### src/rtl/pedal_pkg.sv
// Types and constants shared across the pedal datapath: converter frame front end,
// compression and memory stages.
package pedal_pkg;

    localparam int DATA_W            = 16;
    localparam int CLK_DIV_DEF       = 2;
    localparam int CS_SETUP_DEF      = 2;
    localparam int CS_HOLD_DEF       = 2;
    localparam int SAMPLE_PERIOD_DEF = 1042;

    typedef enum logic [2:0] {
        ST_IDLE,
        ST_SETUP,
        ST_SHIFT,
        ST_HOLD,
        ST_DONE
    } spi_state_e;

    function automatic int max3(input int a, input int b, input int c);
        int m;
        m = (a > b) ? a : b;
        return (m > c) ? m : c;
    endfunction

endpackage

### src/rtl/sample_timer.sv
// Audio sample-period timer: free-runs while enabled, held at zero otherwise,
// and emits a registered one-cycle tick once per period.
module sample_timer import pedal_pkg::*; #(
    parameter int SAMPLE_PERIOD = SAMPLE_PERIOD_DEF
) (
    input  logic clk,
    input  logic rst,
    input  logic enable,
    output logic tick
);

    localparam int CNT_W = $clog2(SAMPLE_PERIOD);

    logic [CNT_W-1:0] count_q, count_d;
    logic             tick_q, tick_d;
    logic             at_end;

    always_comb begin
        at_end  = (count_q == CNT_W'(SAMPLE_PERIOD - 1));
        count_d = '0;
        tick_d  = 1'b0;
        if (enable) begin
            count_d = at_end ? '0 : count_q + 1'b1;
            tick_d  = at_end;
        end
    end

    always_ff @(posedge clk) begin
        if (rst) begin
            count_q <= '0;
            tick_q  <= 1'b0;
        end else begin
            count_q <= count_d;
            tick_q  <= tick_d;
        end
    end

    assign tick = tick_q;

endmodule

### src/rtl/adc_dac_spi_frame.sv
// One full-duplex SPI frame per sample period: DAC word out on mosi, ADC word in on
// miso, then the new ADC word is presented with a one-cycle adc_clock strobe.
//
// state | meaning
// IDLE  | cs high, waiting for a sample tick
// SETUP | cs low, first DAC bit on mosi, CS_SETUP cycles
// SHIFT | DATA_W sclk periods (low then high, CLK_DIV cycles each)
// HOLD  | cs still low after last sclk fall, CS_HOLD cycles
// DONE  | cs high, adc updated, adc_clock pulsed
module adc_dac_spi_frame import pedal_pkg::*; #(
    parameter int DATA_W        = pedal_pkg::DATA_W,
    parameter int CLK_DIV       = CLK_DIV_DEF,
    parameter int CS_SETUP      = CS_SETUP_DEF,
    parameter int CS_HOLD       = CS_HOLD_DEF,
    parameter int SAMPLE_PERIOD = SAMPLE_PERIOD_DEF
) (
    input  logic              clk,
    input  logic              rst,
    input  logic              enable,
    input  logic [DATA_W-1:0] dac,
    input  logic              miso,
    input  logic              clear_overrun,
    output logic              sclk,
    output logic              mosi,
    output logic              cs,
    output logic [DATA_W-1:0] adc,
    output logic              adc_clock,
    output logic              busy,
    output logic              overrun
);

    localparam int PH_W  = $clog2(max3(CLK_DIV, CS_SETUP, CS_HOLD) + 1);
    localparam int BIT_W = $clog2(DATA_W);
    localparam logic [BIT_W-1:0] LAST_BIT = BIT_W'(DATA_W - 1);

    logic tick;

    spi_state_e        state_q, state_d;
    logic [PH_W-1:0]   ph_q, ph_d;
    logic [BIT_W-1:0]  bit_q, bit_d;
    logic [DATA_W-1:0] tx_q, tx_d;
    logic [DATA_W-1:0] rx_q, rx_d;
    logic [DATA_W-1:0] adc_q, adc_d;
    logic              sclk_q, sclk_d;
    logic              cs_q, cs_d;
    logic              adc_clock_q, adc_clock_d;
    logic              busy_q, busy_d;
    logic              overrun_q, overrun_d;

    sample_timer #(
        .SAMPLE_PERIOD(SAMPLE_PERIOD)
    ) u_sample_timer (
        .clk   (clk),
        .rst   (rst),
        .enable(enable),
        .tick  (tick)
    );

    always_comb begin
        state_d     = state_q;
        ph_d        = ph_q;
        bit_d       = bit_q;
        tx_d        = tx_q;
        rx_d        = rx_q;
        adc_d       = adc_q;
        sclk_d      = sclk_q;
        cs_d        = cs_q;
        adc_clock_d = 1'b0;
        busy_d      = busy_q;

        // A tick that cannot start a frame is lost; setting outranks clearing.
        overrun_d = overrun_q;
        if (tick && (state_q != ST_IDLE)) begin
            overrun_d = 1'b1;
        end else if (clear_overrun) begin
            overrun_d = 1'b0;
        end

        case (state_q)
            ST_IDLE: begin
                cs_d   = 1'b1;
                sclk_d = 1'b0;
                busy_d = 1'b0;
                if (tick) begin
                    tx_d    = dac;
                    bit_d   = '0;
                    ph_d    = PH_W'(CS_SETUP - 1);
                    cs_d    = 1'b0;
                    busy_d  = 1'b1;
                    state_d = ST_SETUP;
                end
            end
            ST_SETUP: begin
                if (ph_q == '0) begin
                    ph_d    = PH_W'(CLK_DIV - 1);
                    state_d = ST_SHIFT;
                end else begin
                    ph_d = ph_q - 1'b1;
                end
            end
            ST_SHIFT: begin
                if (ph_q != '0) begin
                    ph_d = ph_q - 1'b1;
                end else if (!sclk_q) begin
                    sclk_d = 1'b1;
                    rx_d   = {rx_q[DATA_W-2:0], miso};
                    ph_d   = PH_W'(CLK_DIV - 1);
                end else begin
                    sclk_d = 1'b0;
                    if (bit_q == LAST_BIT) begin
                        ph_d    = PH_W'(CS_HOLD - 1);
                        state_d = ST_HOLD;
                    end else begin
                        tx_d  = {tx_q[DATA_W-2:0], 1'b0};
                        bit_d = bit_q + 1'b1;
                        ph_d  = PH_W'(CLK_DIV - 1);
                    end
                end
            end
            ST_HOLD: begin
                if (ph_q == '0) begin
                    cs_d        = 1'b1;
                    adc_d       = rx_q;
                    adc_clock_d = 1'b1;
                    state_d     = ST_DONE;
                end else begin
                    ph_d = ph_q - 1'b1;
                end
            end
            ST_DONE: begin
                busy_d  = 1'b0;
                state_d = ST_IDLE;
            end
            default: begin
                state_d = ST_IDLE;
            end
        endcase
    end

    always_ff @(posedge clk) begin
        if (rst) begin
            state_q     <= ST_IDLE;
            ph_q        <= '0;
            bit_q       <= '0;
            tx_q        <= '0;
            rx_q        <= '0;
            adc_q       <= '0;
            sclk_q      <= 1'b0;
            cs_q        <= 1'b1;
            adc_clock_q <= 1'b0;
            busy_q      <= 1'b0;
            overrun_q   <= 1'b0;
        end else begin
            state_q     <= state_d;
            ph_q        <= ph_d;
            bit_q       <= bit_d;
            tx_q        <= tx_d;
            rx_q        <= rx_d;
            adc_q       <= adc_d;
            sclk_q      <= sclk_d;
            cs_q        <= cs_d;
            adc_clock_q <= adc_clock_d;
            busy_q      <= busy_d;
            overrun_q   <= overrun_d;
        end
    end

    // The tx register's MSB is the line itself, so mosi is registered by construction.
    assign mosi      = tx_q[DATA_W-1];
    assign sclk      = sclk_q;
    assign cs        = cs_q;
    assign adc       = adc_q;
    assign adc_clock = adc_clock_q;
    assign busy      = busy_q;
    assign overrun   = overrun_q;

endmodule

### config.mk
export PLATFORM = sky130hd
export DESIGN_NAME = adc_dac_spi_frame
export DESIGN_NICKNAME = d
export VERILOG_FILES = /design/src/rtl/pedal_pkg.sv /design/src/rtl/sample_timer.sv /design/src/rtl/adc_dac_spi_frame.sv
export SDC_FILE = /design/constraint.sdc
export NUM_CORES = 1
export LEC_CHECK = 0
export BUFFER_PORTS_ARGS = -buffer_cell sky130_fd_sc_hd__clkbuf_2
export CAP_MARGIN = 20
export CORE_ASPECT_RATIO = 1.25
export CORE_MARGIN = 3
export CORE_UTILIZATION = 53
export CTS_BUF_LIST = sky130_fd_sc_hd__clkbuf_4 sky130_fd_sc_hd__clkbuf_8
export DETAILED_ROUTE_END_ITERATION = 7
export GPL_TIMING_DRIVEN = 0
export HOLD_SLACK_MARGIN = 0.12
export PLACE_DENSITY = 0.74
export SLEW_MARGIN = 20
export SYNTH_ARGS = -nofsm -noshare
export SYNTH_HDL_FRONTEND = slang
export SYNTH_SLANG_ARGS = --single-unit
### constraint.sdc
create_clock -name clk -period 1.8 [get_ports clk]
set_input_delay 0.27 -clock clk [delete_from_list [all_inputs] [get_ports clk]]
set_output_delay 0.27 -clock clk [all_outputs]
set_load 0.01 [all_outputs]
Yosys cells after proc, flatten, opt, wreduce, memory -nomap -nowiden
Index checks and enable logic that the tools add are counted.
{"block": "word_totals", "inputBits": 21, "output_inout_bits": 22, "regBits": 74, "elab_cells": 87}
{"block": "classes", "eq_ne": 14, "n_mux": 33, "reduce_logical": 20, "bitwise": 4, "n_addsub": 3}
{"cell": "$mux 16", "count": 4}
{"cell": "$pmux 16 s2", "count": 1}
{"cell": "$mux 3", "count": 6}
{"cell": "$mux 4", "count": 4}
{"cell": "$ne 2x2->1 const B", "count": 7}
{"cell": "$pmux 3 s4", "count": 1}
{"cell": "$add 11x1->11 const B", "count": 1}
{"cell": "$eq 11x11->1 const B", "count": 1}
{"cell": "$reduce_bool 2->1", "count": 5}
{"cell": "$mux 1", "count": 8}
{"cell": "$mux 2", "count": 4}
{"cell": "$pmux 2 s4", "count": 1}
{"cell": "$pmux 4 s2", "count": 1}
{"cell": "$eq 3x2->1 const B", "count": 2}
{"cell": "$pmux 1 s2", "count": 3}
{"cell": "$reduce_and 2->1", "count": 3}
{"cell": "$reduce_and 3->1", "count": 2}
{"cell": "$reduce_and 6->1", "count": 1}
{"cell": "$reduce_and 5->1", "count": 1}
{"cell": "$add 4x1->4 const B", "count": 1}
{"cell": "$eq 4x4->1 const B", "count": 1}
{"cell": "$not 1->1", "count": 4}
{"cell": "$reduce_bool 4->1", "count": 1}
{"cell": "$reduce_or 2->1", "count": 2}
{"cell": "9 further kinds", "count": 9}

Longest topological paths before layout
Gate-level depths: netlist of run 1.
{"block": "depth", "ltp_word": 5, "ltp_mapped": 8, "ltp_nobuf": 6}

Cells and area by module
A second synthesis of run 1 with hierarchy kept.
{"block": "hier_totals", "hier_cells": 368, "hier_area_um2": 3160.5}
{"mod": "adc_dac_spi_frame", "n_inst": 1, "area_per_inst_um2": 2618.8, "cells_per_inst": 310}
{"mod": "sample_timer", "n_inst": 1, "area_per_inst_um2": 541.8, "cells_per_inst": 58}

Worst setup path after synthesis of run 1
No wires, ideal clock.
{"block": "synth_timing", "path_type": "register to register", "from": "reg ph_q[0]", "to": "reg adc_q[10] (netlist: adc[10])", "slack_ps": 109, "period_less_slack_ps": 1691, "path_stages_with_launch": 9, "arrival_time_ps": 1559, "path_buffers": 2, "path_cell_list": "dfxtp_1 -> inv_1 -> ha_1 -> nand2_1 -> or3_1 -> clkbuf_1 -> clkbuf_1 -> nand2_1 -> a21oi_1"}
{"block": "synth_via", "elab_chain_cells": 2}
{"item": "start: declaration", "line_no": "adc_dac_spi_frame.sv:39", "source": "logic [PH_W-1:0] ph_q, ph_d;"}
{"item": "start signal: assignment", "line_no": "adc_dac_spi_frame.sv:155", "source": "ph_q <= ph_d;"}
{"item": "$logic_not 2->1", "line_no": "adc_dac_spi_frame.sv:121", "source": "if (ph_q == '0) begin"}
{"item": "$reduce_and 2->1 (no line)"}
{"item": "end signal: assignment", "line_no": "adc_dac_spi_frame.sv:147", "source": "adc_q <= '0;"}
{"item": "end signal: assignment", "line_no": "adc_dac_spi_frame.sv:159", "source": "adc_q <= adc_d;"}
{"item": "end: declaration", "line_no": "adc_dac_spi_frame.sv:43", "source": "logic [DATA_W-1:0] adc_q, adc_d;"}
Every way passes these cells.
A chain may end at the register's enable or synchronous reset.

Worst setup path after layout of run 1
{"block": "layout_timing", "from": "reg ph_q[0]", "to": "reg tx_q[15]"}
{"block": "layout_via", "elab_chain_cells": 3}
{"item": "$reduce_bool 2->1", "line_no": "adc_dac_spi_frame.sv:102", "source": "if (ph_q != '0) begin"}
{"item": "$ne 2x2->1 (no line)"}
{"item": "$reduce_and 5->1 (no line)"}
{"item": "end signal: assignment", "line_no": "adc_dac_spi_frame.sv:157", "source": "tx_q <= tx_d;"}
{"item": "end: declaration", "line_no": "adc_dac_spi_frame.sv:41", "source": "logic [DATA_W-1:0] tx_q, tx_d;"}
Every way passes these cells.

==> impl_metrics.json, run 1 <==
{
  "ff2ff_path_depth": 8,
  "drc": 0,
  "post_drt_via_cell_ratio": 5.61,
  "wire_per_inst_um": 14.3,
  "combPwrFrac_pct": 2.3,
  "crit_path_top_delay_cell": "or3_1",
  "final_cell_mix": "nand2_1, dfxtp_1, a21oi_1",
  "r2r_slack_ns": 0.04,
  "synth_compound_gate_area_share_pct": 16.3,
  "antenna_found_initial": 0,
  "cts_sinks": 74,
  "worstPathRequired_ns": 2.08,
  "outcome": "completed",
  "antenna_left": 0,
  "layout_commonest_cell": "nand2_1",
  "num_vias": 2797,
  "crit_fanout": 7,
  "grt_pass1_vias": 2570,
  "final-hold-violation-count": 0,
  "max_slew.worst_pin.slew_ns": 0.560,
  "start_kind": "flop",
  "yosysWarnings": 0,
  "powerDensity_nw_per_um2": 807,
  "layout.nets": 457,
  "cts_made_buffers": 9,
  "crit_path_end_kind": "flop",
  "cts_htree_levels": 3,
  "worstHoldEndpoint": "rx_q[0]",
  "grt.total_usage_pct": 21.3,
  "grt_pass1_wl_mm": 11.5,
  "placement.io_buffers": 41,
  "path_buf_inv": 3,
  "grt_overflow_total": 0,
  "synthMuxAreaShare_pct": 4.78,
  "clkPwrFrac_pct": 43.1,
  "period_share_pct": 97.7,
  "clk_pin_slew_ns": 0.08,
  "final_max_slew_viol_count": 0,
  "cts_tree": "built",
  "dieArea_sq_um": 6890,
  "area_delta_synth_final_pct": 18.6,
  "row_count": 30,
  "hpwl_mm": 4.75,
  "cp_cell_sequence": "inv_4 > ha_4 > and3_1 > buf_6 > o211ai_4 > buf_2 > or3_1 > a21oi_1",
  "synthSimpleGateAreaFrac_pct": 22.4,
  "cp_top_family": "simple AND/OR/NAND/NOR gates",
  "swShare_pct": 22.8,
  "clk_latency_ns": 0.35,
  "synth_adder_area_share_pct": 2.39,
  "intPower_uw": 2320,
  "setup_viol": 0,
  "synth_nets": 402,
  "min_from": "miso",
  "hold_depth": 3,
  "total_leakage_power_uw": 0.00133,
  "hold_path.class": "in -> reg",
  "core_area_sq_um": 5590,
  "antennaDiodeCount": 0,
  "r2r_start": "ph_q[0]",
  "rsz0062_at_grt": "yes",
  "drive_above_1_share_pct": 21.1,
  "instances_no_fill": 499,
  "critPathMaxStageDelay_ns": 0.37,
  "p_sw_uw": 684,
  "synthCells": 375,
  "fmax_mhz": 569,
  "worst-endpoint-arrival_ns": 2.04,
  "root_buffer": "clkbuf_8",
  "syn_avg_cell_area_sq_um": 8.37,
  "hold_slack_ns": 0.148,
  "synth_top_family_by_area": "simple AND/OR/NAND/NOR gates",
  "rr_endpoint": "tx_q[15]",
  "synth_cell_types": 41,
  "skew_ns": 0.00884,
  "syn_area_sq_um": 3140,
  "finalWirelength_mm": 7.12,
  "die_x_um": 74.9,
  "initial_utilization_pct": 56.2,
  "drt_first_pass_iters": 6,
  "n_fill_cell": 490,
  "place_inst": 480,
  "p_total_uw": 3010,
  "ios": 43,
  "slew_headroom_pct": 62.7,
  "p_seq_share_pct": 54.5,
  "drt_iter0_drc": 234,
  "vdd_drop_max_mv": 0.524,
  "synth_seq_area_share_pct": 47.2,
  "die_y_um": 92.1,
  "drv_cap": 0,
  "place.gp.congestion": 0.848,
  "cts_max_path_buffers": 2,
  "finalWorstPathRequiredPeriod_ns": 1.76,
  "ys_ff_latch": 74,
  "finalSetupTns_ns": 0,
  "worstSetupPathType": "reg -> reg",
  "grt_max_degree": 14,
  "synth_xor_area_share_pct": 2.51
}
## registers in the layout (all words and copies together) (netlist names), 2 cells and up
register                cells
bit_q                       4
u_sample_timer.count_q     11
tx_q                       16
state_q                     3
ph_q                        2
adc                        16
rx_q                       16
## kinds of logic (layout without fill, tap and decap cells)
group | Yosys count | count (layout)
and+or+nand+nor | 147 | 147
AOI/OAI and AO/OA | 92 | 93
DFF | 74 | 74
buffers and inverters | 32 | 91
muxes | 15 | 15
xor gates and xnor gates | 9 | 9
adders and majority gates | 6 | 6
## synthesized netlist by cell type, drive strengths merged
library cell  number  area [sq um]
a221oi             1          8.76
nor2              20          77.6
nor2b              2          12.5
nand2b             3          18.8
a31oi              4          25.0
or3               18           113
inv                5          18.8
buf                9          53.8
nor4b              3          26.3
xor2               8          70.1
nor3               5          30.0
and4               2          17.5
and2               1          6.26
nand4b             2          17.5
or4b               1          10.0
a2111oi            1          8.76
o311ai             1          8.76
o211ai             1          21.3
a22oi              1          7.51
nand2             73           274
mux2i             15           150
and4b              1          10.0
a21oi             58           294
nand3              7          35.0
xnor2              1          8.76
o21ai             22           110
a311o              1          10.0
and3               4          25.0
a211oi             1          7.51
nor4               1          6.26
clkbuf            18          67.6
ha                 6          75.1
dfxtp             74          1480
nand4              4          25.0
a32oi              1          8.76
## metrics by stage
step                      setup WS (ns)  instance area (sq um)  util, %
after floorplan                   0.109                   3140        -
after global placement           -0.164                   3430     61.3
after detailed placement         -0.191                   3430     61.3
after CTS                        0.0164                   3650     65.3
after global routing            -0.0286                   3730     66.6
final                            0.0420                   3730     66.6
## timing repair
item | CTS | global route
gates resized for setup | 14 | 17
hold buffers | 0 | 0
gates cloned | 0 | 2
pin swaps | 1 | 6
endpoints found under the setup margin | 31 | 40
setup buffers | 0 | 2
## tightest hold or removal path, cell delays in order
cell	delay, ns
clkbuf_2	0.09
nand2_1	0.05
a21oi_1	0.05
## layout make-up
cell class	count	area (sq um)	area share, %
clock buffer	10	131	3.53
timing repair buffer	44	225	6.04
tap	64	80.1	2.15
clock inverter	6	67.6	1.81
sequential	74	1490	39.9
inverter	5	21.3	0.571
buffer	26	140	3.76
multi-input combinational	270	1580	42.3
## power by group through the flow
stage / Clock (uW) / Sequential, uW / Combinational, uW
floorplan: 0 / 1680 / 34.4
global placement: 0 / 1680 / 68.1
detailed placement: 0 / 1680 / 68.6
CTS: 1320 / 1640 / 69.1
global route: 1400 / 1640 / 77.6
finish: 1300 / 1640 / 69.3
## metal layers
metal | wire (um) | GRT usage [%]
met3 | 298 | 7.02
met1 | 3170 | 25.3
met4 | 103 | 8.75
met2 | 3560 | 34.5
met5 | 0 | 0
## how the worst max path moves through the flow
stage                     startpoint       end  slack, ns  cells after the start
after global placement       ph_q[0]    adc[6]      -0.16                      8
after CTS                    ph_q[1]   tx_q[1]       0.02                      8
after global routing         ph_q[0]   tx_q[4]      -0.03                      8
after detailed placement     ph_q[0]   adc[13]      -0.19                      8
after floorplan              ph_q[0]   adc[10]       0.11                      8
final                        ph_q[0]  tx_q[15]       0.04                      8
(Power assumes the default switching activity.)
==> inputs of run 2 (changes only) <==
--- a/config.mk
+++ b/config.mk
@@ -18,4 +18,5 @@
 export SLEW_MARGIN = 20
 export SYNTH_ARGS = -nofsm -noshare
 export SYNTH_HDL_FRONTEND = slang
+export SYNTH_HIERARCHICAL = 1
 export SYNTH_SLANG_ARGS = --single-unit
==> run 2 against run 1 <==
Effect of this change:
- routed wire length decreased by 11%
- clock power decreased by 3%
- critical path depth unchanged
- power decreased by 1.1%
- largest cell class unchanged
- worst hold slack improved by 0.014 ns
- non-clock buffer count increased by 5
- clock-buffer cell count increased by 3
- sequential power about the same
- final cell count decreased by 1.0%
==> impl_metrics.json, run 2 <==
{
  "outcome": "completed",
  "skew_ns": 0.00677,
  "ys_ff_latch": 74,
  "p_total_uw": 2970,
  "instances_no_fill": 494,
  "row_count": 30,
  "clk_pin_slew_ns": 0.07,
  "slew_headroom_pct": 62.0,
  "worstPathRequired_ns": 2.05,
  "start_kind": "flop",
  "max_slew.worst_pin.slew_ns": 0.569,
  "r2r_start": "bit_q[1]",
  "crit_path_end_kind": "flop",
  "layout_commonest_cell": "nand2_1",
  "cp-startpoint": "bit_q[1]",
  "synth_cell_types": 43,
  "wire_per_inst_um": 12.8,
  "place_area_sq_um": 3450,
  "post-route-util_pct": 67.3,
  "hpwl_mm": 4.44,
  "powerDensity_nw_per_um2": 789,
  "r2r_slack_ns": 0.06,
  "cts_made_buffers": 9,
  "crit_path_end": "tx_q[6]",
  "synthCells": 368,
  "final_cell_mix": "nand2_1, dfxtp_1, a21oi_1",
  "layout.nets": 451,
  "synth_seq_area_share_pct": 46.9,
  "initial_utilization_pct": 56.5,
  "drive_above_1_share_pct": 23.7,
  "cts_sinks": 74,
  "finalSetupTns_ns": 0,
  "yosys.area.top_type": "dfxtp_1",
  "synth_nets": 394,
  "cts_tree": "built",
  "crit_fanout": 10,
  "clk_latency_ns": 0.34,
  "worstSetupPathType": "reg -> reg",
  "grt_max_degree": 19,
  "yosysMostFrequentCell": "nand2_1",
  "yosysWarnings": 6,
  "die_x_um": 75.1,
  "ctsHoldBuffers": 0,
  "worst-endpoint-arrival_ns": 1.99,
  "ys.flop_type": "dfxtp_1",
  "cts_max_path_buffers": 2,
  "grt_overflow_total": 0,
  "cts_htree_levels": 3,
  "rr_endpoint": "tx_q[6]",
  "grt_pass1_vias": 2420,
  "antenna_found_initial": 0,
  "antenna_left": 0,
  "syn_area_sq_um": 3160,
  "post_drt_via_cell_ratio": 5.53,
  "core_area_sq_um": 5590,
  "period_share_pct": 96.6,
  "drt_iter0_drc": 142,
  "synthArstFlopShare_pct": 0,
  "antennaDiodeCount": 0,
  "drv_cap": 0,
  "ys_top_cells_by_count": "nand2_1, dfxtp_1, a21oi_1",
  "hold_path.class": "in -> reg",
  "placement.io_buffers": 42,
  "dieArea_sq_um": 6930,
  "root_buffer": "clkbuf_8",
  "total_leakage_power_uw": 0.00134,
  "die_y_um": 92.3,
  "syn_avg_cell_area_sq_um": 8.59,
  "ios": 43,
  "grt_pass1_wl_mm": 10.9,
  "synth.area.top_cells": "dfxtp_1, a21oi_1, nand2_1",
  "drc": 0,
  "place.gp.congestion": 0.822,
  "design_area_sq_um": 3770,
  "setup_viol": 0,
  "grt.total_usage_pct": 20.1,
  "vdd_drop_max_mv": 0.475,
  "finalWirelength_mm": 6.32,
  "area_delta_synth_final_pct": 19.2,
  "ff2ff_path_depth": 8,
  "finalWorstPathRequiredPeriod_ns": 1.74,
  "final-hold-violation-count": 0,
  "synth_top_area_share_pct": 46.9,
  "place_inst": 474,
  "fmax_mhz": 575,
  "final_max_slew_viol_count": 0,
  "synth_edf_count": 0,
  "num_vias": 2731,
  "drt_first_pass_iters": 4
}
run 2: cell count changes in the layout (fill, tap and decap cells not counted), sizes merged, moves of 3 or more:
cell	delta
o21ai	-12
nor2	-5
xor2	-5
o31ai	+4
a211oi	+15
nand2	+3
buf	+8
or3	-13
run 2: area by class of cell:
cell class | instances | area (sq um)
Fill cell | 468 | 1830
Multi-Input combinational cell | 258 | 1550
Sequential cell | 74 | 1490
Timing Repair Buffer | 47 | 248
Buffer | 28 | 184
Clock buffer | 13 | 154
Tap cell | 64 | 80.1
Clock inverter | 3 | 40.0
Inverter | 7 | 26.3
run 2: worst max-delay path: stages (launching register included):
cell,delay [ns]
dfxtp_1,0.37
ha_1,0.20
and3_1,0.16
clkbuf_4,0.17
o22ai_4,0.08
and2_1,0.16
buf_4,0.16
buf_8,0.14
a211oi_1,0.19
run 2: timing repair:
action | 4_1_cts | 5_1_grt
gates resized for setup | 7 | 19
gates cloned | 0 | 0
pin swaps | 1 | 2
setup endpoints to repair | 28 | 36
buffers inserted | 1 | 4
run 2: through the flow:
stage,hold WS (ns),worst slack (ns)
final,0.162,0.0616
after global routing,0.154,-0.0115
after CTS,0.147,0.00314
after detailed placement,0.447,-0.209
after global placement,0.441,-0.155
after floorplan,0.406,0.0802
run 2: report_power, final:
| group | internal [uW] | total, uW | switching, uW |
|---|---|---|---|
| Combinational | 29.3 | 75.2 | 45.9 |
| Clock | 699 | 1260 | 559 |
| Sequential | 1640 | 1640 | 3.08 |
| Total | 2360 | 2970 | 608 |
run 2: routing by layer:
layer	GRT usage [%]	vias up	share of wire (%)
met2	33.2	62	49
met5	0	-	0
met4	7.12	0	1.8
li1	-	1404	-
met1	24.3	1256	45
met3	5.97	9	4.2
run 2: cells by family after synthesis:
logic type / share of synthesized area [%]
simple gates: 19.7
compound gates: 19.2
flops: 46.9
buf+inv: 6.10
mux: 5.07
fa+ha+maj: 1.98
xor+xnor: 1.11
run 2: worst min path at each step:
stage | cells past startpoint | start | end | slack, ns
after floorplan | 2 | miso | rx_q[0] | 0.41
after global placement | 2 | adc[2] | adc[2] | 0.44
after detailed placement | 2 | adc[8] | adc[8] | 0.45
after CTS | 3 | miso | rx_q[0] | 0.15
after global routing | 3 | miso | rx_q[0] | 0.15
final | 3 | miso | rx_q[0] | 0.16
